===== config.mk =====
export PLATFORM = sky130hd
export DESIGN_NAME = kcpsm3_intc
export DESIGN_NICKNAME = d
export VERILOG_FILES = /design/src/rtl/kcpsm3_intc_pkg.sv /design/src/rtl/kcpsm3_intc_prio.sv /design/src/rtl/kcpsm3_intc.sv
export SDC_FILE = /design/constraint.sdc
export NUM_CORES = 1
export LEC_CHECK = 0
export ABC_AREA = 1
export CAP_MARGIN = 5
export CORE_ASPECT_RATIO = 1.1
export CORE_MARGIN = 8
export CORE_UTILIZATION = 35
export DETAILED_ROUTE_END_ITERATION = 12
export DONT_BUFFER_PORTS = 1
export SLEW_MARGIN = 20
export SYNTH_ARGS = -nofsm -noshare
export SYNTH_HDL_FRONTEND = slang
export SYNTH_SLANG_ARGS = --single-unit
export TNS_END_PERCENT = 10

===== constraint.sdc =====
create_clock -name clk -period 1.3 [get_ports clk]
set_input_delay 0.26 -clock clk [delete_from_list [all_inputs] [get_ports clk]]
set_output_delay 0.26 -clock clk [all_outputs]
set_load 0.005 [all_outputs]

===== src/rtl/kcpsm3_intc_pkg.sv =====
// Shared register offsets, bit positions and helpers for the KCPSM3 interrupt controller.
package kcpsm3_intc_pkg;

  typedef enum logic [1:0] {
    INTC_PEND = 2'd0,
    INTC_MASK = 2'd1,
    INTC_VEC  = 2'd2,
    INTC_CTRL = 2'd3
  } intc_reg_e;

  localparam int unsigned CTRL_GEN_BIT    = 0;
  localparam int unsigned CTRL_IN_SVC_BIT = 1;
  localparam int unsigned VEC_VALID_BIT   = 7;

  function automatic logic [7:0] vec_word(input logic valid, input logic [2:0] id);
    logic [7:0] w;
    w = '0;
    w[VEC_VALID_BIT] = valid;
    w[2:0] = id;
    return w;
  endfunction

endpackage


===== src/rtl/kcpsm3_intc_prio.sv =====
// Lowest-index-wins priority encoder over the active interrupt vector.
module kcpsm3_intc_prio #(
  parameter int unsigned NUM_SRC = 8
) (
  input  logic [NUM_SRC-1:0] req,
  output logic               any,
  output logic [2:0]         id
);

  always_comb begin
    any = 1'b0;
    id  = '0;
    for (int unsigned i = 0; i < NUM_SRC; i++) begin
      if (req[i] && !any) begin
        any = 1'b1;
        id  = 3'(i);
      end
    end
  end

endmodule


===== src/rtl/kcpsm3_intc.sv =====
// KCPSM3 interrupt controller: pending/mask/vector/ctrl registers on the port_id bus.
// Define KCPSM3_INTC_EDGE_EN for rising-edge source capture; default is level capture.
module kcpsm3_intc
  import kcpsm3_intc_pkg::*;
#(
  parameter int unsigned NUM_SRC   = 8,
  parameter logic [7:0]  BASE_PORT = 8'hE0
) (
  input  logic               clk,
  input  logic               reset,
  input  logic [NUM_SRC-1:0] src,
  input  logic [7:0]         port_id,
  input  logic               write_strobe,
  input  logic               read_strobe,
  input  logic [7:0]         out_port,
  output logic [7:0]         rd_data,
  output logic               interrupt,
  input  logic               interrupt_ack
);

  logic [NUM_SRC-1:0] pend, mask, active, set_req, pend_nxt;
  logic               gen, in_svc, vec_valid;
  logic [2:0]         vec_id;
  logic               win_any;
  logic [2:0]         win_id;
  logic               hit, wr_pend, wr_mask, wr_vec, wr_ctrl;
  intc_reg_e          reg_sel;
  logic [7:0]         rd_nxt;
  logic               unused_bits;

  assign unused_bits = ^{read_strobe, out_port};

  assign reg_sel = intc_reg_e'(port_id[1:0]);
  assign hit     = (port_id[7:2] == BASE_PORT[7:2]);
  assign wr_pend = write_strobe && hit && (reg_sel == INTC_PEND);
  assign wr_mask = write_strobe && hit && (reg_sel == INTC_MASK);
  assign wr_vec  = write_strobe && hit && (reg_sel == INTC_VEC);
  assign wr_ctrl = write_strobe && hit && (reg_sel == INTC_CTRL);

  assign active = pend & mask;

  kcpsm3_intc_prio #(
    .NUM_SRC(NUM_SRC)
  ) u_prio (
    .req(active),
    .any(win_any),
    .id (win_id)
  );

`ifdef KCPSM3_INTC_EDGE_EN
  logic [NUM_SRC-1:0] src_hist;

  always_ff @(posedge clk) begin
    if (reset) src_hist <= '0;
    else       src_hist <= src;
  end

  assign set_req = src & ~src_hist;
`else
  assign set_req = src;
`endif

  // Clears first, then sets, so a source request beats W1C and ack-clear on the same bit.
  always_comb begin
    pend_nxt = pend;
    if (wr_pend) pend_nxt = pend_nxt & ~out_port[NUM_SRC-1:0];
    if (interrupt_ack && win_any) begin
      for (int unsigned i = 0; i < NUM_SRC; i++) begin
        if (win_id == 3'(i)) pend_nxt[i] = 1'b0;
      end
    end
    pend_nxt = pend_nxt | set_req;
  end

  always_comb begin
    rd_nxt = '0;
    if (hit) begin
      case (reg_sel)
        INTC_PEND: rd_nxt[NUM_SRC-1:0] = pend;
        INTC_MASK: rd_nxt[NUM_SRC-1:0] = mask;
        INTC_VEC:  rd_nxt = vec_word(vec_valid, vec_id);
        INTC_CTRL: begin
          rd_nxt[CTRL_GEN_BIT]    = gen;
          rd_nxt[CTRL_IN_SVC_BIT] = in_svc;
        end
        default:   rd_nxt = '0;
      endcase
    end
  end

  always_ff @(posedge clk) begin
    if (reset) begin
      pend      <= '0;
      mask      <= '0;
      gen       <= 1'b0;
      in_svc    <= 1'b0;
      vec_valid <= 1'b0;
      vec_id    <= '0;
      interrupt <= 1'b0;
      rd_data   <= '0;
    end else begin
      pend    <= pend_nxt;
      rd_data <= rd_nxt;
      if (wr_mask) mask <= out_port[NUM_SRC-1:0];
      if (wr_ctrl) gen  <= out_port[CTRL_GEN_BIT];
      // Ack takes precedence over a same-cycle EOI write.
      if (interrupt_ack) begin
        in_svc    <= 1'b1;
        vec_valid <= win_any;
        vec_id    <= win_any ? win_id : 3'd0;
      end else if (wr_vec) begin
        in_svc    <= 1'b0;
        vec_valid <= 1'b0;
        vec_id    <= '0;
      end
      // Masking with the ack drops the request in the cycle right after acknowledge.
      interrupt <= gen && (|active) && !in_svc && !interrupt_ack;
    end
  end

endmodule


==> impl_metrics.ini, run 1 <==
[status]
status = complete, but fails checks
failed_checks = negative setup slack

[synthesis]
synth-simple-area-share_pct = 30.1
ys_ff_latch = 31
synthTopCellsByArea = dfxtp_1 42%, nand2_1 12%, a21oi_1 8.1%, inv_1 7.6%, nand3_1 6.0%
synthMuxAreaShare_pct = 0
syn_inst = 204
avgSynthCellArea_um2 = 7.30
synth.largest_area_cell = dfxtp_1
syn_area_um2 = 1490
synth_xor_area_share_pct = 0
synth_top_family_by_area = simple AND/OR/NAND/NOR gates
yosysWarnings = 0
synth_seq_area_share_pct = 41.6
syn_nets = 233
synth_top_area_share_pct = 41.6
synth_compound_area_share_pct = 18.5
synthAdderAreaFrac_pct = 0
synth_cell_types = 27

[sta]
tightestPinTransition_ns = 0.424
worst_slack_ns = -0.0556
rsz0062_at_grt = yes
whs_ns = 0.0438
max_clock_freq_mhz = 738
hold_viol = 0
final-setup-viol-count = 2
slew_headroom_pct = 71.7
finalMaxSlewViolations = 0
post-route-min-period_ns = 1.36
finalSetupTns_ns = -0.0679
fin_skew_ns = 0.00519
finalCritPeriodShare_pct = 104

[global_routing]
gr-usage-all-layers_pct = 12.3
first_global_vias = 1379
grt_pass1_wl_um = 6580
antenna_found_initial = 0
grt_max_degree = 25
grt-ovfl-total = 0

[placement]
postPlaceCellArea_um2 = 1660
pre_cts_ws_ns = -0.00793
port_buffers = 0
gp_congestion = 0.885
dpl.cell_count = 271
hpwl_um = 2960

[detailed_routing]
wirelength_um = 4040
dr_wl_met3_um = 284
drt_iter0_drc = 123
wl_met2_um = 1990
wl_met1_um = 1690
routed.top_layer = met4
routedWlPerCell_um = 14.3
drc = 0
dr_total_vias = 1453
final_antenna_net_count = 0
drt-vias-per-instance = 5.15
dr.pass1.iters = 4

[floorplanning]
initial_utilization_pct = 35.6
fp.dieW_um = 78.2
die_area_um2 = 6600
core_um2 = 4190
dieHeight_um = 84.4
num_rows = 25
ios = 38

[clock_network]
htree_levels = 2
tritoncts = built
cts_buffers = 5
clock_latency_ns = 0.28
hold_buffers = 0
clk_path_buf_depth = 2
cts_sinks = 31
cts_root_buf = clkbuf_8
clk_pin_slew_ns = 0.07

[layout]
mostFrequentLayoutCells = 45 x nand2_1, 28 x inv_1, 24 x a21oi_1
n_antenna_cell = 0
drive_gt1_share_pct = 27.2
nets = 257
n_fill_cell = 449
fin_cells = 282
final_design_area_no_fill_um2 = 1840
syn2layout_area_growth_pct = 23.5
fin_util_pct = 43.9
final_common_cell = nand2_1

[setup_path]
cp_slowest_stage_delay_ns = 0.32
crit_type = reg -> reg
required_ns = 1.47
crit_fanout = 6
cp_cell_sequence = nand2_2 > nand2_4 > nor2_4 > nand4_1 > buf_4 > o211ai_1 > a21oi_1
worstSetupStartpointType = flop
slowest_stage = dfxtp_2
cp-end-kind = flop
critPathArrivalTime_ns = 1.52
crit_buf_inv = 1
crit_family = simple AND/OR/NAND/NOR gates

[pwr]
pwr_density_cell_nw_per_um2 = 1010
power_mw = 1.86
p_leak_nw = 0.789
peakVddDrop_mv = 0.357

[job]
cap_violations = 0

[worst_hold_path]
hold_path_class = in -> reg
[worst register-to-register path, cell delays in order, from the launching register on]
cell and delay, ns:
dfxtp_2 0.32, nand2_2 0.08, nand2_4 0.07, nor2_4 0.18, nand4_1 0.17, buf_4 0.18, o211ai_1 0.15, a21oi_1 0.08
[registers in the layout (all words and copies together), names as in the netlist]
register   cells
interrupt      1
vec_id         3
pend           8
gen            1
rd_data        8
in_svc         1
mask           8
vec_valid      1
[routing by layer]
| layer | vias up | global-route usage, % |
|---|---|---|
| li1 | 721 | - |
| met1 | 683 | 14.7 |
| met2 | 42 | 20.0 |
| met3 | 7 | 3.74 |
| met4 | 0 | 5.06 |
| met5 | - | 0 |
[synth_stat cells, drive strengths merged]
cell type / number
o221ai: 1
nand2: 53
a311oi: 1
a21oi: 25
clkbuf: 2
nand3: 18
nand4: 4
nor2: 16
o21ai: 3
a211oi: 4
inv: 31
a31oi: 1
a221oi: 2
o211ai: 7
nor3: 1
o31ai: 1
dfxtp: 31
buf: 3
[where the power goes]
group | leakage [nW] | switching (mW) | internal, mW | total, mW
Clock | 0.0470 | 0.343 | 0.415 | 0.758
Combinational | 0.485 | 0.0636 | 0.0550 | 0.119
Sequential | 0.257 | 0.0136 | 0.972 | 0.986
Total | 0.789 | 0.420 | 1.44 | 1.86
[layout make-up]
class                      count  area [um2]  share of cell area (%)
multi-input combinational    137         771                    41.9
clock inverter                 1        5.00                   0.272
inverter                      31         116                    6.32
tap                           54        67.6                    3.67
clock buffer                   6        82.6                    4.49
sequential                    31         633                    34.4
timing repair buffer          22         165                    8.97
[timing repair]
| action | CTS | global route |
|---|---|---|
| pin swaps | 5 | 10 |
| gates resized for setup | 6 | 15 |
| endpoints found under the setup margin | 2 | 11 |
| setup buffers | 2 | 2 |
[final timing paths]
kind	slack, ns	cells after the start	end	from
max	-0.06	7	pend[6]$_SDFF_PP0_	mask[3]$_SDFFE_PP0P_
min	0.04	1	mask[4]$_SDFFE_PP0P_	reset
max reg2reg	-0.06	7	pend[6]$_SDFF_PP0_	mask[3]$_SDFFE_PP0P_
min reg2reg	0.46	2	vec_valid$_SDFFE_PP0P_	vec_valid$_SDFFE_PP0P_
[cell families (layout without fill, tap and decap cells)]
family / after synthesis / count (layout)
AOI/OAI and AO/OA: 45 / 45
buffers and inverters: 36 / 60
DFF: 31 / 31
and+or+nand+nor: 92 / 92
Note: power is estimated with default switching activity, not from simulation.
==> inputs of run 2 (changes only) <==
--- a/config.mk
+++ b/config.mk
@@ -10,8 +10,10 @@
 export CORE_ASPECT_RATIO = 1.1
 export CORE_MARGIN = 8
 export CORE_UTILIZATION = 35
+export CTS_CLUSTER_SIZE = 12
 export DETAILED_ROUTE_END_ITERATION = 12
 export DONT_BUFFER_PORTS = 1
+export GPL_ROUTABILITY_DRIVEN = 0
 export SLEW_MARGIN = 20
 export SYNTH_ARGS = -nofsm -noshare
 export SYNTH_HDL_FRONTEND = slang
==> constraint.sdc (replaced) <==
create_clock -name clk -period 1.8 [get_ports clk]
set_input_delay 0.36 -clock clk [delete_from_list [all_inputs] [get_ports clk]]
set_output_delay 0.36 -clock clk [all_outputs]
set_load 0.005 [all_outputs]
==> run 2 against run 1 <==
Effect of this change:
- sequential share of layout area up 3.8 points
- die area unchanged
- final cell count shrank 6.7%
- sequential power down 27%
- the run now ends clean
- via count is 10% lower
==> impl_metrics.ini, run 2 (same netlist as run 1, synthesis figures left out) <==
[setup_path]
crit_type = reg -> reg
cp-end-kind = flop
critPathArrivalTime_ns = 1.52
crit_fanout = 4
required_ns = 1.98
worstSetupStartpointType = flop

[detailed_routing]
drt_iter0_drc = 105
dr_total_vias = 1301
drc = 0
dr.pass1.iters = 4
routedWlPerCell_um = 14.2
drt-vias-per-instance = 4.95
final_antenna_net_count = 0
wirelength_um = 3730

[clock_network]
hold_buffers = 0
clk_path_buf_depth = 2
post_cts_buffers = 0
cts_root_buf = clkbuf_8
cts_sinks = 31
clock_latency_ns = 0.29
clk_pin_slew_ns = 0.06
cts.repair.resized = 0
htree_levels = 2
tritoncts = built
cts_buffers = 5

[pwr]
power_mw = 1.30
peakVddDrop_mv = 0.271
switching_share_pct = 23.7
power_frac_seq_pct = 54.9
power.switching_uw = 308
p_leak_nw = 0.659
power.internal_uw = 994
pwr_density_cell_nw_per_um2 = 801
clkPwrFrac_pct = 40.6
pwr-share-comb_pct = 4.6

[floorplanning]
core_um2 = 4190
initial_utilization_pct = 35.6
fp.dieW_um = 78.2
dieHeight_um = 84.4
die_area_um2 = 6600
ios = 38
num_rows = 25

[sta]
fin_skew_ns = 0.00613
final-setup-viol-count = 0
finalSetupTns_ns = 0
tightestPinTransition_ns = 0.423
hold_viol = 0
rsz0062_at_grt = no
finalCritPeriodShare_pct = 74.4
finalMaxSlewViolations = 0
whs_ns = 0.133
post-route-min-period_ns = 1.34
max_clock_freq_mhz = 747
slew_headroom_pct = 71.7

[layout]
mostFrequentLayoutCells = 46 x nand2_1, 31 x dfxtp_1, 30 x inv_1
reg.largest.list = mask (8), pend (8), rd_data (8)
final_design_area_no_fill_um2 = 1630
fin_util_pct = 38.8
final_common_cell = nand2_1
drive_gt1_share_pct = 11.5
syn2layout_area_growth_pct = 9.07
n_antenna_cell = 0
nets = 237

[global_routing]
grt_max_degree = 25
grt_pass1_wl_um = 6240
first_global_vias = 1284
gr-usage-all-layers_pct = 11.8
grt-ovfl-total = 0
antenna_found_initial = 0

[placement]
postPlaceCellArea_um2 = 1540
hpwl_um = 2750
port_buffers = 0

[job]
cap_violations = 0

[worst_hold_path]
hold_path_class = in -> reg

[status]
status = finished clean
-- run 2: changes by cell type in the layout (fill, tap and decap cells not counted), sizes merged --
cell | before | now
buf | 22 | 2
clkbuf | 6 | 7
-- run 2: final cells by class --
class	count	area, um2
clock buffer	7	76.3
tap	54	67.6
fill	473	2570
inverter	31	116
multi-input combinational	137	724
sequential	31	621
clock inverter	1	5.00
timing repair buffer	2	15.0
-- run 2: final timing paths --
kind	start	end	slack [ns]	depth (start not counted)
worst max-delay path	pend[5]$_SDFF_PP0_	pend[0]$_SDFF_PP0_	0.46	6
worst max register to register	pend[5]$_SDFF_PP0_	pend[0]$_SDFF_PP0_	0.46	6
worst min-delay path	reset	mask[0]$_SDFFE_PP0P_	0.13	1
worst min register to register	vec_valid$_SDFFE_PP0P_	vec_valid$_SDFFE_PP0P_	0.46	2
-- run 2: metal layers --
metal | GRT usage, % | wire [um]
met3 | 4.27 | 290
met2 | 18.9 | 1800
met5 | 0 | 0
met4 | 5.56 | 73
met1 | 13.7 | 1570
-- run 2: metrics by stage --
| step | std cells | setup slack, ns |
|---|---|---|
| floorplan | 204 | 0.540 |
| global placement | 255 | 0.336 |
| detailed placement | 255 | 0.314 |
| CTS | 263 | 0.462 |
| global route | 263 | 0.321 |
| finish | 263 | 0.461 |
-- run 2: critical path, stage by stage, from the launching register on --
cell,delay [ns]
dfxtp_1,0.33
nand2_1,0.15
inv_1,0.08
o31ai_1,0.30
nand3_1,0.12
o21ai_1,0.17
a21oi_1,0.09
-- run 2: power groups by stage --
| stage | Clock (mW) | Sequential (mW) | Combinational (mW) |
|---|---|---|---|
| finish | 0.528 | 0.715 | 0.0596 |
| global route | 0.572 | 0.716 | 0.0688 |
| CTS | 0.545 | 0.714 | 0.0603 |
| floorplan | 0 | 0.727 | 0.0528 |
| global placement | 0 | 0.730 | 0.0595 |
| detailed placement | 0 | 0.730 | 0.0599 |
==> inputs of run 3 (changes only) <==
==> constraint.sdc (replaced) <==
create_clock -name clk -period 1.1 [get_ports clk]
set_input_delay 0.22 -clock clk [delete_from_list [all_inputs] [get_ports clk]]
set_output_delay 0.22 -clock clk [all_outputs]
set_load 0.005 [all_outputs]
==> run 3 against run 2 <==
Effect of this change:
- the flow now finishes with violations (negative setup slack)
- final cell count up 9.9%
- count of clock-buffer cells in the layout down 1
- total power up 69%
- final area up 17%
==> impl_metrics.ini, run 3 (same netlist as run 1, synthesis figures left out) <==
[detailed_routing]
drt-vias-per-instance = 4.98
dr.pass1.iters = 4
final_antenna_net_count = 0
routedWlPerCell_um = 14.0
drt_iter0_drc = 64
dr_total_vias = 1439
drc = 0
wirelength_um = 4060

[pwr]
pwr_density_cell_nw_per_um2 = 1160
peakVddDrop_mv = 0.477
p_leak_nw = 0.810
power_mw = 2.20

[placement]
hpwl_um = 3050
pre_cts_ws_ns = -0.187
port_buffers = 0
postPlaceCellArea_um2 = 1770

[sta]
hold_viol = 0
finalCritPeriodShare_pct = 117
finalMaxSlewViolations = 0
fin_skew_ns = 0.00565
max_clock_freq_mhz = 778
slew_headroom_pct = 77.3
tightestPinTransition_ns = 0.339
worst_slack_ns = -0.186
final-setup-viol-count = 12
rsz0062_at_grt = yes
post-route-min-period_ns = 1.29

[layout]
final_common_cell = nand2_1
n_fill_cell = 433
multiInputGateArea_um2 = 754
fin_util_pct = 45.4
drive_gt1_share_pct = 28.1
nets = 264
final_design_area_no_fill_um2 = 1900
n_antenna_cell = 0
mostFrequentLayoutCells = 44 x nand2_1, 29 x inv_1, 27 x buf_4
reg.largest.list = mask (8), pend (8), rd_data (8)
register_area_um2 = 633
syn2layout_area_growth_pct = 27.6

[setup_path]
crit_type = reg -> reg
worstSetupStartpointType = flop
crit_fanout = 6
required_ns = 1.27
cp-end-kind = flop
critPathArrivalTime_ns = 1.46

[global_routing]
grt_max_degree = 25
first_global_vias = 1449
antenna_found_initial = 0
grt-ovfl-total = 0
grt_pass1_wl_um = 6970
gr-usage-all-layers_pct = 13.1

[clock_network]
cts_sinks = 31
cts_buffers = 5
tritoncts = built
clk_path_buf_depth = 2
clock_latency_ns = 0.28
post_cts_buffers = 0
htree_levels = 2
clk_pin_slew_ns = 0.06
cts_root_buf = clkbuf_8

[floorplanning]
dieHeight_um = 84.4
num_rows = 25
core_um2 = 4190
ios = 38
fp.dieW_um = 78.2
die_area_um2 = 6600
initial_utilization_pct = 35.6

[job]
cap_violations = 0

[status]
status = complete, but fails checks
failed_checks = negative setup slack

[worst_hold_path]
hold_path_class = in -> reg
-- run 3: layout make-up --
class	count	area share, %
Multi-Input combinational cell	137	39.7
Sequential cell	31	33.3
Timing Repair Buffer	29	12.8
Inverter	31	6.12
Clock buffer	6	4.34
Tap cell	54	3.55
Clock inverter	1	0.263
-- run 3: critical path, cell delays in order (launching register included) --
cell	delay, ns
dfxtp_2	0.33
nand2_2	0.09
nand2_4	0.08
nor3_4	0.22
nand4_4	0.17
o211ai_1	0.21
a21oi_1	0.08
-- run 3: report_power, final --
group	switching, mW	internal, mW
clock	0.395	0.490
combinational	0.0760	0.0719
sequential	0.0159	1.15
-- run 3: path summary, 6_finish.rpt --
kind                        from  depth (start not counted)             endpoint  slack [ns]
max           pend[1]$_SDFF_PP0_                          6   pend[7]$_SDFF_PP0_       -0.19
min                        reset                          1   pend[4]$_SDFF_PP0_        0.01
max reg2reg   pend[1]$_SDFF_PP0_                          6   pend[7]$_SDFF_PP0_       -0.19
min reg2reg  in_svc$_SDFFE_PP0P_                          2  in_svc$_SDFFE_PP0P_        0.45
-- run 3: metrics by stage --
step           hold slack (ns)  std cells  setup TNS (ns)
3_5_place_dp             0.295        282           -2.32
2_1_floorplan            0.298        204          -0.361
5_1_grt                -0.0198        289           -2.83
6_report                0.0112        289           -1.65
3_3_place_gp             0.293        282           -1.82
4_1_cts                -0.0132        289           -1.54
-- run 3: timing repair --
action,CTS,global route
gates resized for setup,15,2
pin swaps,6,1
endpoints found under the setup margin,12,12
hold endpoints to repair,14,15
-- run 3: layer usage --
layer | GRT usage [%] | wire, um | up-vias
li1 | - | - | 733
met1 | 14.6 | 1670 | 648
met2 | 21.5 | 1990 | 49
met3 | 4.38 | 302 | 9
met4 | 6.41 | 100 | 0
met5 | 0 | 0 | -
